==> config.mk <==
export PLATFORM = sky130hd
export DESIGN_NAME = muldiv_sequencer
export DESIGN_NICKNAME = d
export VERILOG_FILES = /design/src/rtl/muldiv_sequencer_pkg.sv /design/src/rtl/muldiv_sequencer_step.sv /design/src/rtl/muldiv_sequencer.sv
export SDC_FILE = /design/constraint.sdc
export NUM_CORES = 1
export LEC_CHECK = 0
export CAP_MARGIN = 20
export CELL_PAD_IN_SITES_DETAIL_PLACEMENT = 1
export CELL_PAD_IN_SITES_GLOBAL_PLACEMENT = 1
export CORE_MARGIN = 1.5
export CORE_UTILIZATION = 23
export CTS_BUF_LIST = sky130_fd_sc_hd__clkbuf_16
export DETAILED_ROUTE_END_ITERATION = 8
export PLACE_DENSITY = 0.47
export SLEW_MARGIN = 25
export SYNTH_ARGS = -nofsm -noshare
export SYNTH_HDL_FRONTEND = slang
export SYNTH_SLANG_ARGS = --single-unit
==> constraint.sdc <==
create_clock -name clk -period 10 [get_ports clk]
set_input_delay 1.5 -clock clk [delete_from_list [all_inputs] [get_ports clk]]
set_output_delay 1.5 -clock clk [all_outputs]
set_load 0.05 [all_outputs]
==> src/rtl/muldiv_sequencer_pkg.sv <==
// Shared constants for the multi-cycle multiply/divide sequencer and the ALU decoder.
// Holds the ALU long-op codes, the sequencer state encoding and the iteration counter width.
package muldiv_sequencer_pkg;

    localparam int unsigned DATA_W = 32;
    localparam int unsigned ITER_W = $clog2(DATA_W);

    localparam logic [3:0] ALU_MULT  = 4'b1100;
    localparam logic [3:0] ALU_MULTU = 4'b1101;
    localparam logic [3:0] ALU_DIV   = 4'b1110;
    localparam logic [3:0] ALU_DIVU  = 4'b1111;

    typedef enum logic [1:0] {
        IDLE = 2'd0,
        CALC = 2'd1,
        FIX  = 2'd2,
        DONE = 2'd3
    } seq_state_t;

    // Any code with the top two bits set is a long operation.
    function automatic logic is_muldiv(input logic [3:0] code);
        return code[3:2] == 2'b11;
    endfunction

endpackage

==> src/rtl/muldiv_sequencer_step.sv <==
// One iteration of the unsigned shift-add multiplier or restoring divider.
// Pure combinational; the sequencer owns the accumulator and the counter.
module muldiv_sequencer_step #(
    parameter int WIDTH = 32
) (
    input  logic               is_div,
    input  logic [2*WIDTH-1:0] acc_in,
    input  logic [WIDTH-1:0]   operand,
    output logic [2*WIDTH-1:0] acc_out
);

    logic [WIDTH:0] sum;
    logic [WIDTH:0] trial;

    // NOTE: every output of a combinational block gets a default first, so no path leaves it unassigned and infers a latch.
    always_comb begin
        sum     = '0;
        trial   = '0;
        acc_out = acc_in;
        if (is_div) begin
            // acc = {remainder, remaining dividend bits}; bit WIDTH of trial is the borrow.
            trial = {acc_in[2*WIDTH-1:WIDTH], acc_in[WIDTH-1]} - {1'b0, operand};
            if (!trial[WIDTH]) begin
                acc_out = {trial[WIDTH-1:0], acc_in[WIDTH-2:0], 1'b1};
            end else begin
                acc_out = {acc_in[2*WIDTH-2:0], 1'b0};
            end
        end else begin
            // acc = {partial product, remaining multiplier bits}, consumed LSB first.
            sum     = {1'b0, acc_in[2*WIDTH-1:WIDTH]} + (acc_in[0] ? {1'b0, operand} : '0);
            acc_out = {sum, acc_in[WIDTH-1:1]};
        end
    end

endmodule

==> src/rtl/muldiv_sequencer.sv <==
// Iterative mult/multu/div/divu sequencer owning the HI/LO registers.
// Operates on magnitudes for WIDTH cycles, then applies the sign fix-up in a single FIX cycle.
module muldiv_sequencer
    import muldiv_sequencer_pkg::*;
#(
    parameter int WIDTH = DATA_W
) (
    input  logic             clk,
    input  logic             rst_n,
    input  logic             start,
    input  logic [3:0]       alu_control,
    input  logic [WIDTH-1:0] op_a,
    input  logic [WIDTH-1:0] op_b,
    input  logic             flush,
    input  logic             hi_we,
    input  logic             lo_we,
    input  logic [WIDTH-1:0] wdata,
    output logic             busy,
    output logic             done,
    output logic [WIDTH-1:0] hi,
    output logic [WIDTH-1:0] lo
);

    seq_state_t         state;
    seq_state_t         state_next;
    logic [ITER_W-1:0]  counter;
    logic [2*WIDTH-1:0] acc;
    logic [2*WIDTH-1:0] acc_step;
    logic [WIDTH-1:0]   operand;
    logic [WIDTH-1:0]   a_raw;
    logic               is_div;
    logic               is_signed;
    logic               neg_a;
    logic               neg_b;

    logic               accept;
    logic               in_signed;
    logic [WIDTH-1:0]   a_mag;
    logic [WIDTH-1:0]   b_mag;
    logic               flip;
    logic [2*WIDTH-1:0] prod;
    logic [WIDTH-1:0]   fix_hi;
    logic [WIDTH-1:0]   fix_lo;

    assign accept    = (state == IDLE) && start && is_muldiv(alu_control);
    assign in_signed = ~alu_control[0];
    assign a_mag     = (in_signed && op_a[WIDTH-1]) ? -op_a : op_a;
    assign b_mag     = (in_signed && op_b[WIDTH-1]) ? -op_b : op_b;

    muldiv_sequencer_step #(.WIDTH(WIDTH)) u_step (
        .is_div  (is_div),
        .acc_in  (acc),
        .operand (operand),
        .acc_out (acc_step)
    );

    // NOTE: sequential state is assigned with <= so every register samples pre-edge values regardless of statement order.
    always_ff @(posedge clk) begin
        if (!rst_n) state <= IDLE;
        else        state <= state_next;
    end

    always_comb begin
        state_next = state;
        case (state)
            IDLE: if (accept) state_next = CALC;
            CALC: begin
                if (flush)                                 state_next = IDLE;
                else if (counter == ITER_W'(WIDTH - 1))    state_next = FIX;
            end
            FIX:  state_next = flush ? IDLE : DONE;
            DONE: state_next = IDLE;
            default: state_next = IDLE;
        endcase
    end

    assign busy = (state != IDLE);
    assign done = (state == DONE);

    // Sign fix-up; divide-by-zero bypasses it and returns the raw dividend.
    always_comb begin
        flip   = is_signed && (neg_a ^ neg_b);
        prod   = flip ? -acc : acc;
        fix_hi = prod[2*WIDTH-1:WIDTH];
        fix_lo = prod[WIDTH-1:0];
        if (is_div) begin
            if (operand == '0) begin
                fix_hi = a_raw;
                fix_lo = '1;
            end else begin
                fix_lo = flip ? -acc[WIDTH-1:0] : acc[WIDTH-1:0];
                fix_hi = (is_signed && neg_a) ? -acc[2*WIDTH-1:WIDTH] : acc[2*WIDTH-1:WIDTH];
            end
        end
    end

    // NOTE: the datapath is small, so every register is reset; nothing here is memory-like.
    always_ff @(posedge clk) begin
        if (!rst_n) begin
            counter   <= '0;
            acc       <= '0;
            operand   <= '0;
            a_raw     <= '0;
            is_div    <= 1'b0;
            is_signed <= 1'b0;
            neg_a     <= 1'b0;
            neg_b     <= 1'b0;
            hi        <= '0;
            lo        <= '0;
        end else begin
            case (state)
                IDLE: begin
                    if (hi_we) hi <= wdata;
                    if (lo_we) lo <= wdata;
                    if (accept) begin
                        is_div    <= alu_control[1];
                        is_signed <= in_signed;
                        neg_a     <= op_a[WIDTH-1];
                        neg_b     <= op_b[WIDTH-1];
                        a_raw     <= op_a;
                        counter   <= '0;
                        operand   <= alu_control[1] ? b_mag : a_mag;
                        acc       <= alu_control[1] ? {{WIDTH{1'b0}}, a_mag}
                                                    : {{WIDTH{1'b0}}, b_mag};
                    end
                end
                CALC: begin
                    acc     <= acc_step;
                    counter <= counter + ITER_W'(1);
                end
                FIX: begin
                    if (!flush) begin
                        hi <= fix_hi;
                        lo <= fix_lo;
                    end
                end
                default: ;
            endcase
        end
    end

endmodule

==> metrics.md <==
| Metric | Value |
|---|---|
| Status | finished, final reports clean |
| Via/cell ratio | 5.323 |
| Total internal power | 1667 µW |
| Via count | 18028 |
| Synth Register Bits | 202 |
| Max-cap viol count | 0 |
| Register area share after synthesis | 23.92% |
| CTS tree | done |
| PortBufs | 171 |
| Final period util | 46.44% |
| Number of synthesized flops with an enable pin | 0 |
| RSZ-0062 raised after global routing | no |
| Crit path launch type | register |
| Tmin final | 4.644 ns |
| Sequential share of power | 34.4% |
| Iteration-0 DRC count of the detailed router | 1307 |
| Worst Path Max Fanout | 40 |
| Cell Chain, Critical Path | inv_1 -> ha_1 -> fa_1 -> nor2b_1 -> o2111ai_1 -> nand3_1 -> a21boi_0 -> o311ai_1 -> a21o_1 -> xor2_4 -> buf_4 -> mux2_2 -> a32oi_1 -> a21boi_0 |
| Initial Util | 23.22% |
| Skew-Pair Late Insertion Delay | 0.60 ns |
| Worst path slowest cell | o311ai_1 |
| DRC | 0 |
| Fmax | 215.3 MHz |
| # fillers | 8832 |
| Crit path top cell by count | a21boi_0 |
| Switch share | 35.94% |
| Clock Skew | 0.01845 ns |
| Cts hold-fix bufs | 0 |
| Synth Area per Inst | 7.195 µm² |
| Die area | 75150 µm² |
| Layout Nets | 2586 |
| TNS Setup | 0 ns |
| Antenna violations before repair | 0 |
| Final ANT Viol Nets | 0 |
| Die width | 274.1 µm |
| Pre-Repair DR Iteration Count | 5 |
| Worst rel slew slack | 33.87% |
| Most used DFF post-synth | dfxtp_1 |
| Total CTS buffers | 29 |
| Routability cong. | 0.8891 |
| Sequential cell area | 4048 µm² |
| GR Overflow Total | 0 |
| CORE AREA | 72830 µm² |
| H-tree depth | 1 |
| Commonest non-fill, non-tap cell in the layout | nand2_1 |
| CTS max path bufs | 3 |
| Clock transition at path regs | 0.06 ns |
| Top Family by Delay on Critical Path | compound AO/OA/AOI/OAI gates |
| Layout cell share with drive strength beyond 1 | 4.778% |
| Mapped Cells | 2350 |
| CP Class | reg -> reg |
| Ranking of synthesized cells by area | dfxtp_1 (24%), nand2_1 (7.5%), a21oi_1 (5.2%) |
| CTS root buffer | clkbuf_16 |
| CTS sink cnt | 202 |
| Combinational share of power | 27.0% |
| Routed WL | 86340 µm |
| Sw power | 935.3 µW |
| Largest net degree at the start of global routing | 99 |
| Final core occ | 27.96% |
| Yosys warns | 0 |
| Post-synth top area share | 23.92% |
| Top-Level Pins | 172 |
| First-pass GRT wire length | 126300 µm |
| Area leader, netlist | dfxtp_1 |
| Crit. End Element | register |
| PostCTS Resize Cnt | 0 |
| Syn Nets | 2528 |
| Cell area after synthesis | 16910 µm² |
| Worst hold path class | reg -> reg |
| Antenna Cells | 0 |
| Slew at the pin closest to its max-slew limit | 0.9895 ns |
| Async SR Flop Fraction | 0% |
| Worst Path Required | 10.47 ns |
| Drt wl/cell | 25.49 µm |
| Worst path bufs/invs | 2 |
| Crit-path max cell delay | 0.80 ns |
| Final setup fails | 0 |
| Detail Placement HPWL | 67160 µm |
| Die outline height | 274.1 µm |
| # Post-CTS Setup Buffers | 0 |
| Total GRT Usage | 22.52% |
| Final hold violations | 0 |
| Commonest non-fill, non-tap cells in the layout | nand2_1 (340), dfxtp_1 (201), nor2_1 (193) |
| Synth-to-Final Area Change | 20.42% |
| Pwr Density | 127.8 nW/µm² |
| Slew Viols, Final | 0 |
| Crit path DAT | 5.12 ns |
| Peak VDD IR | 125.5 µV |
| P_leak | 0.007668 µW |
| Row cnt | 99 |
| Vias in the first global route | 18104 |
| Netlist cell types | 82 |
| Clock Power Share | 38.6% |
| Footprint of the multi-input gates | 11960 µm² |
## path summary, 6_finish.rpt
check,cells after the start,start,end,slack (ns)
max,14,acc[31],acc[56],5.36
min reg2reg,2,hi[19],hi[19],0.44
max reg2reg,14,acc[31],acc[56],5.36
min,2,hi[19],hi[19],0.44
## flip-flops by register name (all words and copies together), names as in the netlist
name / cells
counter: 5
hi: 32
lo: 32
is_signed: 1
is_div: 1
acc: 64
neg_b: 1
a_raw: 32
operand: 32
state: 2
## power groups by stage
stage	Sequential, µW	Combinational, µW	Clock [µW]
final	896	702	1000
after global routing	900	758	1060
after CTS	896	706	1030
after detailed placement	913	702	0
after global placement	912	696	0
after floorplan	936	388	0
## cell type report
class | count | share of cell area (%)
Timing Repair Buffer | 209 | 9.832
Clock buffer | 29 | 3.564
Multi-Input combinational cell | 1894 | 58.71
Sequential cell | 202 | 19.88
Clock inverter | 22 | 0.7927
Tap cell | 959 | 5.893
Inverter | 72 | 1.327
## per-layer routing
| metal | GRT usage, % | up-vias | routed length [µm] |
|---|---|---|---|
| met4 | 3.571 | 0 | 1181 |
| met3 | 1.944 | 58 | 2806 |
| li1 | - | 8573 | - |
| met5 | 0 | - | 0 |
| met1 | 31.42 | 9080 | 41010 |
| met2 | 38.08 | 317 | 41340 |
## synthesized netlist by cell type (all sizes together), types with 4 or more instances
master	count
a211o	8
a211oi	33
a21boi	81
a21o	29
a21oi	177
a221o	7
a221oi	28
a22o	4
a22oi	17
a311oi	4
a31oi	22
and2	23
and3	25
buf	25
clkbuf	157
dfxtp	202
ha	70
inv	72
mux2i	58
nand2	340
nand2b	25
nand3	44
nand3b	4
nand4	18
nor2	196
nor2b	21
nor3	41
nor3b	10
nor4	26
o211ai	41
o21a	13
o21ai	179
o21bai	9
o221ai	36
o22ai	8
o311ai	7
o31ai	35
o41ai	8
or2	5
or3	19
or4	12
xnor2	94
xor2	83
## stage by stage
stage          setup slack, ns  power (µW)  hold slack, ns  cell area [µm²]  std cells
2_1_floorplan            6.006        1324          0.4236            16910       2350
3_3_place_gp             5.182        1608          0.4366            19440       3335
3_5_place_dp             5.123        1615          0.4359            19470       3336
4_1_cts                  5.368        2629          0.4441            20360       3387
5_1_grt                  4.950        2717          0.4609            20360       3387
6_report                 5.356        2602          0.4420            20360       3387
## cells by family (layout without fill, tap and decap cells)
kind of cell	after synthesis	count (layout)	share of synthesized area, %
flip-flops	202	202	23.92
AND/OR/NAND/NOR	816	816	22.33
buffers and inverters	254	332	5.772
multiplexers	61	61	3.633
XOR/XNOR	177	177	9.168
AO/OA/AOI/OAI	768	768	29.76
adder cells (fa/ha/maj)	72	72	5.417
## worst reg2reg max path, cell delays in order (launching register included)
cell	delay, ns
dfxtp_1	0.43
inv_1	0.11
ha_1	0.24
fa_1	0.41
nor2b_1	0.18
o2111ai_1	0.19
nand3_1	0.20
a21boi_0	0.28
o311ai_1	0.81
a21o_1	0.33
xor2_4	0.15
buf_4	0.52
mux2_2	0.41
a32oi_1	0.18
a21boi_0	0.10
(Power assumes the default switching activity.)
